--- config.mk ---
export PLATFORM = sky130hd
export DESIGN_NAME = arb8way16_flat
export DESIGN_NICKNAME = d
export VERILOG_FILES = /design/src/rtl/arb8way16_if.sv /design/src/rtl/arb8way16.sv /design/src/flat_wrapper.sv
export SDC_FILE = /design/constraint.sdc
export NUM_CORES = 1
export LEC_CHECK = 0
export ABC_CLOCK_PERIOD_IN_PS = 3300
export CORE_AREA = 8 8 115 86
export CTS_CLUSTER_SIZE = 28
export DETAILED_ROUTE_END_ITERATION = 10
export DIE_AREA = 0 0 123 94
export PLACE_DENSITY = 0.74
export SLEW_MARGIN = 20
export SYNTH_ARGS = -nofsm -noshare
export SYNTH_HDL_FRONTEND = slang
export SYNTH_SLANG_ARGS = --single-unit
export TNS_END_PERCENT = 20
--- constraint.sdc ---
create_clock -name clk -period 3.3 [get_ports clk]
set_clock_uncertainty 0.05 [all_clocks]
set_input_delay 0.33 -clock clk [delete_from_list [all_inputs] [get_ports clk]]
set_output_delay 0.33 -clock clk [all_outputs]
set_load 0.03 [all_outputs]
--- src/rtl/arb8way16_if.sv ---
// Shared bus between eight requesters, the round-robin arbiter and one valid/ready consumer.
// The requester/consumer side uses modport master; the arbiter uses modport slave.
interface arb8way16_if #(
  parameter int WIDTH = 16
);
  logic [7:0]       req;
  logic [WIDTH-1:0] a, b, c, d, e, f, g, h;
  logic [7:0]       gnt;
  logic [7:0]       ack;
  logic [2:0]       sel;
  logic [WIDTH-1:0] y;
  logic             out_valid;
  logic             out_ready;

  modport master (
    output req, a, b, c, d, e, f, g, h, out_ready,
    input  gnt, ack, sel, y, out_valid
  );

  modport slave (
    input  req, a, b, c, d, e, f, g, h, out_ready,
    output gnt, ack, sel, y, out_valid
  );
endinterface

--- src/rtl/arb8way16.sv ---
// 8-way round-robin arbiter driving a 16-bit mux onto a valid/ready consumer.
// Optional macro ARB_XFER_COUNT_EN adds a 16-bit completed-transfer counter output.
module arb8way16 #(
  parameter int WIDTH = 16
) (
  input  logic       clk,
  input  logic       reset,
  arb8way16_if.slave bus
`ifdef ARB_XFER_COUNT_EN
  ,
  output logic [15:0] xfer_count
`endif
);

  typedef enum logic {IDLE, GRANT} state_t;

  state_t     state_q, state_d;
  logic [2:0] sel_q, sel_d;
  logic [2:0] last_q, last_d;
  logic [7:0] gnt_q, gnt_d;
  logic [2:0] win;
  logic       out_valid;
  logic       xfer;

  // First set request bit searching last+1 .. last+8 (mod 8).
  function automatic logic [2:0] rr_pick(input logic [7:0] r, input logic [2:0] last);
    logic [2:0] w;
    logic [2:0] idx;
    logic       found;
    w     = last;
    found = 1'b0;
    for (int i = 1; i <= 8; i++) begin
      idx = last + 3'(i);
      if (!found && r[idx]) begin
        w     = idx;
        found = 1'b1;
      end
    end
    return w;
  endfunction

  function automatic logic [WIDTH-1:0] mux8way16(
    input logic [WIDTH-1:0] a, b, c, d, e, f, g, h,
    input logic [2:0]       s
  );
    logic [WIDTH-1:0] r;
    case (s)
      3'd0:    r = a;
      3'd1:    r = b;
      3'd2:    r = c;
      3'd3:    r = d;
      3'd4:    r = e;
      3'd5:    r = f;
      3'd6:    r = g;
      default: r = h;
    endcase
    return r;
  endfunction

  assign win       = rr_pick(bus.req, last_q);
  assign out_valid = (state_q == GRANT) && bus.req[sel_q];
  assign xfer      = out_valid && bus.out_ready;

  always_comb begin
    state_d = state_q;
    sel_d   = sel_q;
    last_d  = last_q;
    gnt_d   = gnt_q;
    case (state_q)
      IDLE: begin
        if (|bus.req) begin
          sel_d   = win;
          gnt_d   = 8'b1 << win;
          state_d = GRANT;
        end
      end
      GRANT: begin
        // A withdrawn request leaves the pointer alone so that requester keeps top priority.
        if (!bus.req[sel_q]) begin
          state_d = IDLE;
          gnt_d   = 8'h00;
        end else if (bus.out_ready) begin
          state_d = IDLE;
          gnt_d   = 8'h00;
          last_d  = sel_q;
        end
      end
      default: begin
        state_d = IDLE;
        gnt_d   = 8'h00;
      end
    endcase
  end

  always_ff @(posedge clk) begin
    if (reset) begin
      state_q <= IDLE;
      sel_q   <= 3'd0;
      last_q  <= 3'd7;
      gnt_q   <= 8'h00;
    end else begin
      state_q <= state_d;
      sel_q   <= sel_d;
      last_q  <= last_d;
      gnt_q   <= gnt_d;
    end
  end

`ifdef ARB_XFER_COUNT_EN
  logic [15:0] cnt_q;

  always_ff @(posedge clk) begin
    if (reset) begin
      cnt_q <= 16'h0000;
    end else if (xfer) begin
      cnt_q <= cnt_q + 16'd1;
    end
  end

  assign xfer_count = cnt_q;
`endif

  assign bus.gnt       = gnt_q;
  assign bus.sel       = sel_q;
  assign bus.out_valid = out_valid;
  assign bus.ack       = gnt_q & {8{xfer}};
  assign bus.y         = out_valid ? mux8way16(bus.a, bus.b, bus.c, bus.d,
                                               bus.e, bus.f, bus.g, bus.h, sel_q)
                                   : '0;

endmodule

--- src/flat_wrapper.sv ---
// flat-port wrapper written by rule: the top's interface ports become plain ports
module arb8way16_flat 
#(
  parameter int WIDTH = 16
)
  (clk, reset, bus_req, bus_a, bus_b, bus_c, bus_d, bus_e, bus_f, bus_g, bus_h, bus_out_ready, bus_gnt, bus_ack, bus_sel, bus_y, bus_out_valid);
  arb8way16_if #(.WIDTH(WIDTH)) bus_i ();
  input  logic clk;
  input  logic reset;
  input wire logic [$bits(bus_i.req)-1:0] bus_req;
  input wire logic [$bits(bus_i.a)-1:0] bus_a;
  input wire logic [$bits(bus_i.b)-1:0] bus_b;
  input wire logic [$bits(bus_i.c)-1:0] bus_c;
  input wire logic [$bits(bus_i.d)-1:0] bus_d;
  input wire logic [$bits(bus_i.e)-1:0] bus_e;
  input wire logic [$bits(bus_i.f)-1:0] bus_f;
  input wire logic [$bits(bus_i.g)-1:0] bus_g;
  input wire logic [$bits(bus_i.h)-1:0] bus_h;
  input wire logic [$bits(bus_i.out_ready)-1:0] bus_out_ready;
  output wire logic [$bits(bus_i.gnt)-1:0] bus_gnt;
  output wire logic [$bits(bus_i.ack)-1:0] bus_ack;
  output wire logic [$bits(bus_i.sel)-1:0] bus_sel;
  output wire logic [$bits(bus_i.y)-1:0] bus_y;
  output wire logic [$bits(bus_i.out_valid)-1:0] bus_out_valid;
  assign bus_i.req = bus_req;
  assign bus_i.a = bus_a;
  assign bus_i.b = bus_b;
  assign bus_i.c = bus_c;
  assign bus_i.d = bus_d;
  assign bus_i.e = bus_e;
  assign bus_i.f = bus_f;
  assign bus_i.g = bus_g;
  assign bus_i.h = bus_h;
  assign bus_i.out_ready = bus_out_ready;
  assign bus_gnt = bus_i.gnt;
  assign bus_ack = bus_i.ack;
  assign bus_sel = bus_i.sel;
  assign bus_y = bus_i.y;
  assign bus_out_valid = bus_i.out_valid;
  arb8way16 #(.WIDTH(WIDTH)) u_core (.clk(clk), .reset(reset), .bus(bus_i));
endmodule
==> impl_results.md, run 1 <==
- F_max: 0.320 GHz
- Routed len/inst: 19.8 um
- I/O Buffers: 174
- Tot GR Track Use: 0.193
- Leakage Power: 0.00165 uW
- Pre-antenna DRT Iters: 4
- Final setup vio count: 0
- EDFF count, synth: 0
- Flops & latches, synth: 15
- Gate Count Post-Synth: 329
- RSZ-0062 raised after global routing: no
- Largest net degree at the start of global routing: 25
- Vias per std cell: 5.66
- Die Ht: 94 um
- CP startpoint kind: register
- Post-synthesis net count: 470
- Remaining routing DRC violations: 0
- Seq/Total Area, Yosys: 0.116
- Post-DP HPWL: 9910 um
- Status: finished clean
- Min Clock Period, post-route: 3.12 ns
- Crit Path Category: register to register
- Avg Inst Size Synth: between 7 and 8 um2
- Slew @ Worst Pin: 0.628 ns
- Clock Tree Root: clkbuf_16
- RePlAce Congestion: 0.916
- Setup crit end kind: register
- FP Rows: 28
- Clock Tree Buf Depth: 2
- Detailed-route wire length: 12000 um
- Antenna diodes: 0
- Syn-to-layout area delta: 77.0%
- Max VDD drop: ~0.20 mV
- Hold crit path type: register to register
- Nets@finish: 642
- Crit-path max cell delay: ~0.49 ns
- Die area: 11600 um2
- Critical Path AT: between 3 and 4 ns
- H-tree levels: 1
- Final std cells w/o fill: roughly 610
- Clock Sinks: 15
- CORE AREA: just over 8000 um2
- Antenna Violating Nets Remaining: 0
- Placed instance count: 601
- Vias in the first global route: 3328
- Synth async-reset ratio: 0
- Crit-path max FO: 7
- Share of post-route cells with drive strength above 1: 0.144
- First-pass GRT wire length: 17900 um
- Initial drt markers: 250
- Slew HR: 0.581
- Max Cap Viol: 0
- Initial Util: 0.318
- Vias: 3426
- Total power draw: 1890 uW
- Worst-path cell chain: inv_1 > ha_4 > mux2_2 > mux4_2 > a22o_1 > a21bo_1 > or2_4 > mux2_4 > a32o_2
- P per Cell Area: 412 nW/um2
- CTS tree: built
- Clock Pin Slew Worst Setup and Hold Paths: 0.05 ns
- Max-slew violations: 0
- Synth warn: 0
- Top_reg_cell synth: dfxtp_1
- Total overflow reported by the global router: 0
- I/O Pins: 175
- CP Buf/Inv Count: 1
- Worst-Skew Late Latency: between 0.2 and 0.3 ns
- Die Wd: 123 um
- Delay-heaviest family, CP: multiplexers
- Postcts setup bufs: 0
- Antenna violations before repair: 0
- Syn Std Cell Area: about 2600 um2
- Setup Total Neg Slack: 0 ns
- Crit share post-route: 0.946
- CTS buffer count: 3
- Hold_buf cts: 0
- CP max stage cell: mux4_2
- Required time worst endpoint: about 3.4 ns
- Hold violation total from the final report: 0
- Synth cell types: 60
-- logic make-up (layout without fill, tap and decap cells) --
group | Yosys count | count (layout) | share of synthesized area
AO/OA/AOI/OAI | 121 | 121 | 0.325
XOR/XNOR | 4 | 4 | 0.0135
adder cells (fa/ha/maj) | 2 | 2 | 0.00967
buffers and inverters | 33 | 204 | 0.0551
flip-flops | 15 | 15 | 0.116
multiplexers | 46 | 46 | 0.275
AND/OR/NAND/NOR | 108 | 108 | 0.206
-- cells in the mapped netlist (3+ instances only) --
master    instances  area, um2
nor2_1           36        135
a21oi_1          28        140
nand2_1          24       90.1
clkbuf_1         19       71.3
o21ai_0          16       80.1
dfxtp_1          15        300
mux4_2           14        315
mux2i_1          13        130
o22ai_1          13       81.3
a221oi_1         12        105
a22oi_1          12       90.1
and2_1           11       68.8
mux2_2           11        124
nor3_1            8       40.0
a31oi_1           6       37.5
nor2b_1           6       37.5
a32o_1            5       50.1
mux2_4            5       75.1
inv_1             4       15.0
nand3_1           4       20.0
nand3b_1          4       30.0
o31ai_1           4       30.0
a211o_1           3       26.3
a211oi_1          3       22.5
buf_1             3       11.3
nand2b_1          3       18.8
xnor2_1           3       26.3
-- worst register-to-register path, cell delays in order, from the launching register on --
cell,delay [ns]
dfxtp_1,0.32
inv_1,0.08
ha_4,0.34
mux2_2,0.39
mux4_2,0.49
a22o_1,0.27
a21bo_1,0.24
or2_4,0.27
mux2_4,0.31
a32o_2,0.26
-- where the power goes --
group | total (uW) | leakage [uW] | switching, uW | internal, uW
clock network | 238 | 0.0000409 | 75.6 | 162
registers | 249 | 0.000124 | 38.7 | 210
logic | 1400 | 0.00149 | 731 | 671
-- flip-flops by register name, indices dropped and copies added, names as in the netlist --
name,count
u_core.bus.sel,3
u_core.state_q,1
u_core.bus.gnt,8
u_core.last_q,3
-- cell type report --
| type | count | area [um2] |
|---|---|---|
| Clock buffer | 3 | 75.1 |
| Clock inverter | 1 | 5.00 |
| Fill cell | 754 | 3550 |
| Inverter | 6 | 22.5 |
| Multi-Input combinational cell | 281 | 2160 |
| Sequential cell | 15 | 304 |
| Tap cell | 105 | 131 |
| Timing Repair Buffer | 194 | 1880 |
-- cell usage in the layout, fill, tap and decap left out, types with 2 or more instances in the layout --
| cell type | Yosys | layout |
|---|---|---|
| nor2b_1 | 6 | 6 |
| nand2_1 | 24 | 24 |
| nand3_1 | 4 | 4 |
| mux4_2 | 14 | 15 |
| a22o_1 | 2 | 2 |
| nor2_1 | 36 | 35 |
| xnor2_1 | 3 | 3 |
| dfxtp_2 | 0 | 3 |
| clkbuf_16 | 0 | 3 |
| and2_1 | 11 | 11 |
| a221oi_1 | 12 | 12 |
| o21ai_1 | 2 | 2 |
| dfxtp_1 | 15 | 12 |
| o21ai_0 | 16 | 16 |
| or4_1 | 2 | 2 |
| mux2_4 | 5 | 5 |
| nor3_1 | 8 | 8 |
| nand3b_1 | 4 | 4 |
| a32o_1 | 5 | 5 |
| a32o_2 | 2 | 2 |
| or3_1 | 2 | 2 |
| a211oi_1 | 3 | 3 |
| clkdlybuf4s50_1 | 0 | 171 |
| a21oi_1 | 28 | 28 |
| o31ai_1 | 4 | 4 |
| o21bai_1 | 2 | 2 |
| inv_1 | 4 | 4 |
| mux2_2 | 11 | 11 |
| a221o_1 | 2 | 2 |
| nand2b_1 | 3 | 3 |
| a31oi_1 | 6 | 6 |
| mux2i_1 | 13 | 13 |
| a22oi_1 | 12 | 12 |
| buf_4 | 0 | 23 |
| o22ai_1 | 13 | 13 |
| a211o_1 | 3 | 3 |
-- per-stage QoR --
step | utilization | hold WS, ns | instance area [um2] | worst slack (ns)
after detailed placement | 0.552 | 0.411 | 4490 | 0.0329
final | 0.563 | 0.418 | 4580 | 0.179
after floorplan | - | 0.440 | 2590 | -0.0906
after global placement | 0.552 | 0.416 | 4490 | 0.0881
after global routing | 0.563 | 0.440 | 4580 | 0.0142
after CTS | 0.562 | 0.421 | 4570 | 0.0277
-- per-layer routing --
layer / vias to the layer above / global-route usage / routed length, um
li1: 1636 / - / -
met1: 1653 / 0.266 / 5580
met2: 133 / 0.298 / 5410
met3: 4 / 0.0565 / 959
met4: 0 / 0.0220 / 57
met5: - / 0 / 0
-- final timing paths --
kind / from / slack [ns] / cells after the start / end
worst max-delay path: u_core.last_q[1] / 0.18 / 9 / u_core.bus.gnt[2]
worst min-delay path: u_core.bus.gnt[4] / 0.42 / 2 / u_core.bus.gnt[4]
worst max register to register: u_core.last_q[1] / 0.18 / 9 / u_core.bus.gnt[2]
worst min register to register: u_core.bus.gnt[4] / 0.42 / 2 / u_core.bus.gnt[4]
-- timing repair --
| action | in CTS | in global routing |
|---|---|---|
| hold endpoints to repair | 0 | 0 |
| endpoints found under the setup margin | 1 | 8 |
| resized for setup | 1 | 3 |
No activity file was read; power rests on OpenSTA's default activity.
==> run 2, diff against run 1 <==
--- a/config.mk
+++ b/config.mk
@@ -10,6 +10,7 @@
 export CTS_CLUSTER_SIZE = 28
 export DETAILED_ROUTE_END_ITERATION = 10
 export DIE_AREA = 0 0 123 94
+export GPL_TIMING_DRIVEN = 0
 export PLACE_DENSITY = 0.74
 export SLEW_MARGIN = 20
 export SYNTH_ARGS = -nofsm -noshare
==> run 2 against run 1 <==
Compared with the run above: cell area grew 3.7%; sequential share of layout area shrank 0.13 points; clock power is essentially flat; core utilization grew 2.1 points; wire length grew 14%; critical endpoint unchanged; largest cell class unchanged.
==> impl_results.md, run 2 (synthesis results as in run 1) <==
- Worst-Skew Late Latency: 0.25 ns
- CORE AREA: 8130 um2
- Status: finished clean
- Hold path start: u_core.bus.gnt[4]
- Slew HR: 0.574
- First-pass GRT wire length: 20400 um
- CP startpoint kind: register
- Clock Tree Root: clkbuf_16
- I/O Pins: around 180
- Share of post-route cells with drive strength above 1: 0.168
- Leakage Power: 0.00190 uW
- CTS buffer count: 3
- Max VDD drop: 0.221 mV
- PnR worst setup slack: 0.0321 ns
- Setup crit end kind: register
- I/O Buffers: around 170
- Remaining routing DRC violations: 0
- Crit Path Category: register to register
- Critical Path AT: 3.36 ns
- Worst Hold End: u_core.bus.gnt[4]
- Clock Pin Slew Worst Setup and Hold Paths: 0.05 ns
- RSZ-0062 raised after global routing: yes
- Critical R2R Capture: u_core.bus.gnt[2]
- Post-DP HPWL: 10900 um
- Largest net degree at the start of global routing: 11
- Slew @ Worst Pin: 0.637 ns
- Worst setup path startpoint: u_core.last_q[0]
- Tot GR Track Use: 0.224
- Final setup vio count: 0
- Setup Total Neg Slack: 0 ns
- Detailed-route wire length: 13700 um
- R2R Setup Slk: between 0.03 and 0.04 ns
- H-tree levels: 1
- P per Cell Area: 420 nW/um2
- CTS tree: built
- F_max: 0.306 GHz
- Antenna diodes: 0
- Initial Util: 0.318
- Vias in the first global route: 3665
- Crit-path max FO: 7
- Worst hold stages: 2
- Antenna Violating Nets Remaining: 0
- Clock Sinks: 15
- Crit share post-route: 0.990
- Total overflow reported by the global router: 0
- Post-place setup slack: -0.474 ns
- Filler cells: 766
- Most frequent cells in the layout: clkdlybuf4s50_1, nor2_1, a21oi_1, nand2_1, o21ai_0
- Max Cap Viol: 0
- Clock Tree Buf Depth: 2
- Hold violation total from the final report: 0
- Hold crit path type: register to register
- Nets@finish: 661
- Required time worst endpoint: ~3.4 ns
- Min Clock Period, post-route: 3.27 ns
- Syn-to-layout area delta: 83.6%
- FP Rows: 28
- FF-to-FF path depth: 11
- Max-slew violations: 0
- Vias per std cell: between 5 and 6
- Vias: 3616
- FF-to-FF Start: u_core.last_q[0]
- Routed len/inst: 21.9 um
- Die Ht: 94 um
- Antenna violations before repair: 0
- Die area: about 12000 um2
- Die Wd: 123 um
- Commonest non-fill, non-tap cell in the layout: clkdlybuf4s50_1
- RePlAce Congestion: 0.962
- Initial drt markers: 274
- Pre-antenna DRT Iters: 5
- Max reg flops: 8
run 2: critical path, stage by stage (launching register included):
cell       delay, ns
dfxtp_4         0.38
clkbuf_16       0.17
inv_8           0.05
ha_4            0.30
buf_12          0.12
mux2_4          0.32
mux4_2          0.51
a22o_1          0.25
a21bo_1         0.21
or2_4           0.24
mux2_4          0.31
a32o_2          0.26
run 2: metrics by stage:
stage | utilization | total power (uW) | hold slack (ns) | std cells | instance area, um2
floorplan | - | 1120 | 0.440 | 329 | 2590
global placement | 0.549 | 1650 | 0.407 | 608 | 4460
detailed placement | 0.549 | 1660 | 0.414 | 608 | 4460
CTS | 0.570 | 1940 | 0.423 | 613 | 4630
global route | 0.584 | 2110 | 0.438 | 624 | 4750
finish | 0.584 | 2000 | 0.420 | 624 | 4750
run 2: power breakdown:
part | switching [uW] | total, uW | internal [uW]
registers | 31.9 | 241 | 209
logic | 807 | 1510 | 706
clock network | 78.2 | 241 | 163
total | 917 | 2000 | 1080
run 2: timing repair:
item	CTS	global route
pin swaps	3	7
setup endpoints to repair	35	30
setup buffers	2	12
endpoints found under the hold margin	0	0
hold buffers	0	0
resized for setup	42	23
run 2: worst max path at each step:
stage                                    to
after global routing      u_core.bus.gnt[2]
final                     u_core.bus.gnt[2]
after detailed placement           bus_y[5]
after global placement             bus_y[8]
after floorplan           u_core.bus.gnt[0]
after CTS                 u_core.bus.gnt[0]
run 2: area by class of cell:
type	instances	area [um2]	share of cell area
tap	105	131	0.0277
timing repair buffer	188	1860	0.391
buffer	25	168	0.0353
inverter	6	33.8	0.00711
multi-input combinational	281	2170	0.456
clock buffer	3	75.1	0.0158
clock inverter	1	7.51	0.00158
sequential	15	309	0.0651
run 2: routing by layer:
layer	global-route usage	share of wire
met1	0.303	0.44
met2	0.358	0.46
met3	0.0511	0.095
met4	0.0430	0.0078
met5	0	0
==> run 3, diff against run 2 <==
--- a/config.mk
+++ b/config.mk
@@ -11,6 +11,7 @@
 export DETAILED_ROUTE_END_ITERATION = 10
 export DIE_AREA = 0 0 123 94
 export GPL_TIMING_DRIVEN = 0
+export MAX_ROUTING_LAYER = met4
 export PLACE_DENSITY = 0.74
 export SLEW_MARGIN = 20
 export SYNTH_ARGS = -nofsm -noshare
==> run 3 against run 2 <==
Compared with the run above: critical endpoint is now u_core.bus.gnt[0]; core utilization shrank 0.31 points; sequential share of layout area is essentially flat; count of clock-buffer cells in the layout is the same.
==> impl_results.md, run 3 (synthesis results as in run 1) <==
- Setup crit end kind: register
- FF-to-FF Start: u_core.last_q[0]
- Antenna Violating Nets Remaining: 0
- Die Wd: 123 um
- Tot GR Track Use: 0.231
- Hold crit path type: register to register
- Critical R2R Capture: u_core.bus.gnt[0]
- Status: finished clean
- Filler cells: 771
- Clock Pin Slew Worst Setup and Hold Paths: ~0.05 ns
- Syn-to-layout area delta: 82.6%
- R2R Setup Slk: roughly 0.0037 ns
- Crit-path max FO: 6
- I/O Buffers: 174
- Antenna diodes: 0
- Worst hold stages: 2
- First-pass GRT wire length: 20200 um
- H-tree levels: 1
- CTS buffer count: 3
- Final Util: 0.581
- Routed len/inst: 22.2 um
- Worst-Skew Late Latency: approximately 0.25 ns
- CORE AREA: 8130 um2
- Fin area: 4720 um2
- Remaining routing DRC violations: 0
- Area of the multi-input gates: 2180 um2
- Worst setup path startpoint: u_core.last_q[0]
- RSZ-0062 raised after global routing: yes
- Clock Tree Root: clkbuf_16
- RePlAce Congestion: between 0.9 and 1
- Share of post-route cells with drive strength above 1: 0.161
- Detailed-route wire length: 13800 um
- Setup Total Neg Slack: 0 ns
- F_max: ~0.30 GHz
- Crit Path Category: register to register
- FP Rows: 28
- Hold_buf cts: 0
- Vias in the first global route: roughly 3600
- Nets@finish: 658
- Die Ht: 94 um
- Max VDD drop: 0.279 mV
- CTS tree: built
- Commonest non-fill, non-tap cell in the layout: clkdlybuf4s50_1
- Required time worst endpoint: 3.39 ns
- Clock Tree Buf Depth: 2
- I/O Pins: between 150 and 200
- Total overflow reported by the global router: 0
- Critical Path AT: approximately 3.4 ns
- Vias per std cell: 5.72
- Max-slew violations: 0
- Register area: 309 um2
- Slew @ Worst Pin: 0.720 ns
- Antenna violations before repair: 0
- Slew HR: 0.520
- Area of placed instances: between 4000 and 5000 um2
- Post-DP HPWL: between 10000 and 15000 um
- P per Cell Area: 426 nW/um2
- FF-to-FF path depth: 11
- Die area: 11600 um2
- Clock Sinks: 15
- Vias: 3554
- Max Cap Viol: 0
- Max reg flops: 8
- Initial drt markers: 274
- Min Clock Period, post-route: 3.30 ns
- Crit share post-route: 0.999
- CP startpoint kind: register
- Leakage Power: 0.00177 uW
- Worst Setup EP: u_core.bus.gnt[0]
- Most frequent cells in the layout: clkdlybuf4s50_1, nor2_1, a21oi_1, nand2_1, o21ai_0
- Pre-antenna DRT Iters: 5
- Total power draw: 2010 uW
- Final setup vio count: 0
- Initial Util: 0.318
- Hold violation total from the final report: 0
- Largest net degree at the start of global routing: 11
==> run 3: cell count changes in the layout (fill, tap and decap cells not counted), moves of 2 or more <==
cell             change
dlymetal6s2s_1       -7
nor2b_4              +2
buf_4                -2
clkdlybuf4s50_1      +7
==> run 3: through the flow <==
step                cells  worst slack, ns  hold slack, ns
finish                621          0.00372           0.420
global route          621          -0.0430           0.448
CTS                   612          -0.0522           0.421
detailed placement    608           -0.568           0.412
global placement      608           -0.524           0.405
floorplan             329          -0.0906           0.440
==> run 3: how the worst min path moves through the flow <==
stage | end | start | slack, ns
2_1_floorplan | u_core.state_q | u_core.state_q | 0.44
3_3_place_gp | u_core.bus.gnt[4] | u_core.bus.gnt[4] | 0.41
3_5_place_dp | u_core.bus.gnt[6] | u_core.bus.gnt[6] | 0.41
4_1_cts | u_core.bus.gnt[6] | u_core.bus.gnt[6] | 0.42
5_1_grt | u_core.bus.gnt[4] | u_core.bus.gnt[4] | 0.45
6_report | u_core.bus.gnt[6] | u_core.bus.gnt[6] | 0.42
==> run 3: critical path, cell delays in order (launching register included) <==
cell and delay, ns:
dfxtp_4 0.36, clkbuf_16 0.15, inv_8 0.05, ha_4 0.29, buf_12 0.12, mux2_4 0.32
mux4_2 0.51, a22o_1 0.29, a21bo_1 0.21, or2_4 0.26, mux2_4 0.31, a32o_2 0.26
==> run 3: cell type report <==
class / instances / share of cell area
multi-input combinational: 281 / 0.462
timing repair buffer: 185 / 0.385
sequential: 15 / 0.0654
buffer: 25 / 0.0352
tap: 105 / 0.0278
clock buffer: 3 / 0.0159
inverter: 6 / 0.00715
clock inverter: 1 / 0.00159
==> run 3: repair_timing <==
item	CTS	global route
setup buffers	1	10
setup endpoints to repair	35	32
pin swaps	3	4
gates resized for setup	39	20
==> run 3: per-layer routing <==
metal | share of wire | GRT usage
met3 | 0.080 | 0.0384
met5 | 0 | -
met4 | 0.0062 | 0.0310
met1 | 0.45 | 0.306
met2 | 0.47 | 0.368
==> run 3: power by group <==
part	internal [uW]	switching [uW]	leakage [uW]	total [uW]
sequential	209	30.1	0.000123	239
clock	163	78.5	0.0000371	242
combinational	713	817	0.00161	1530
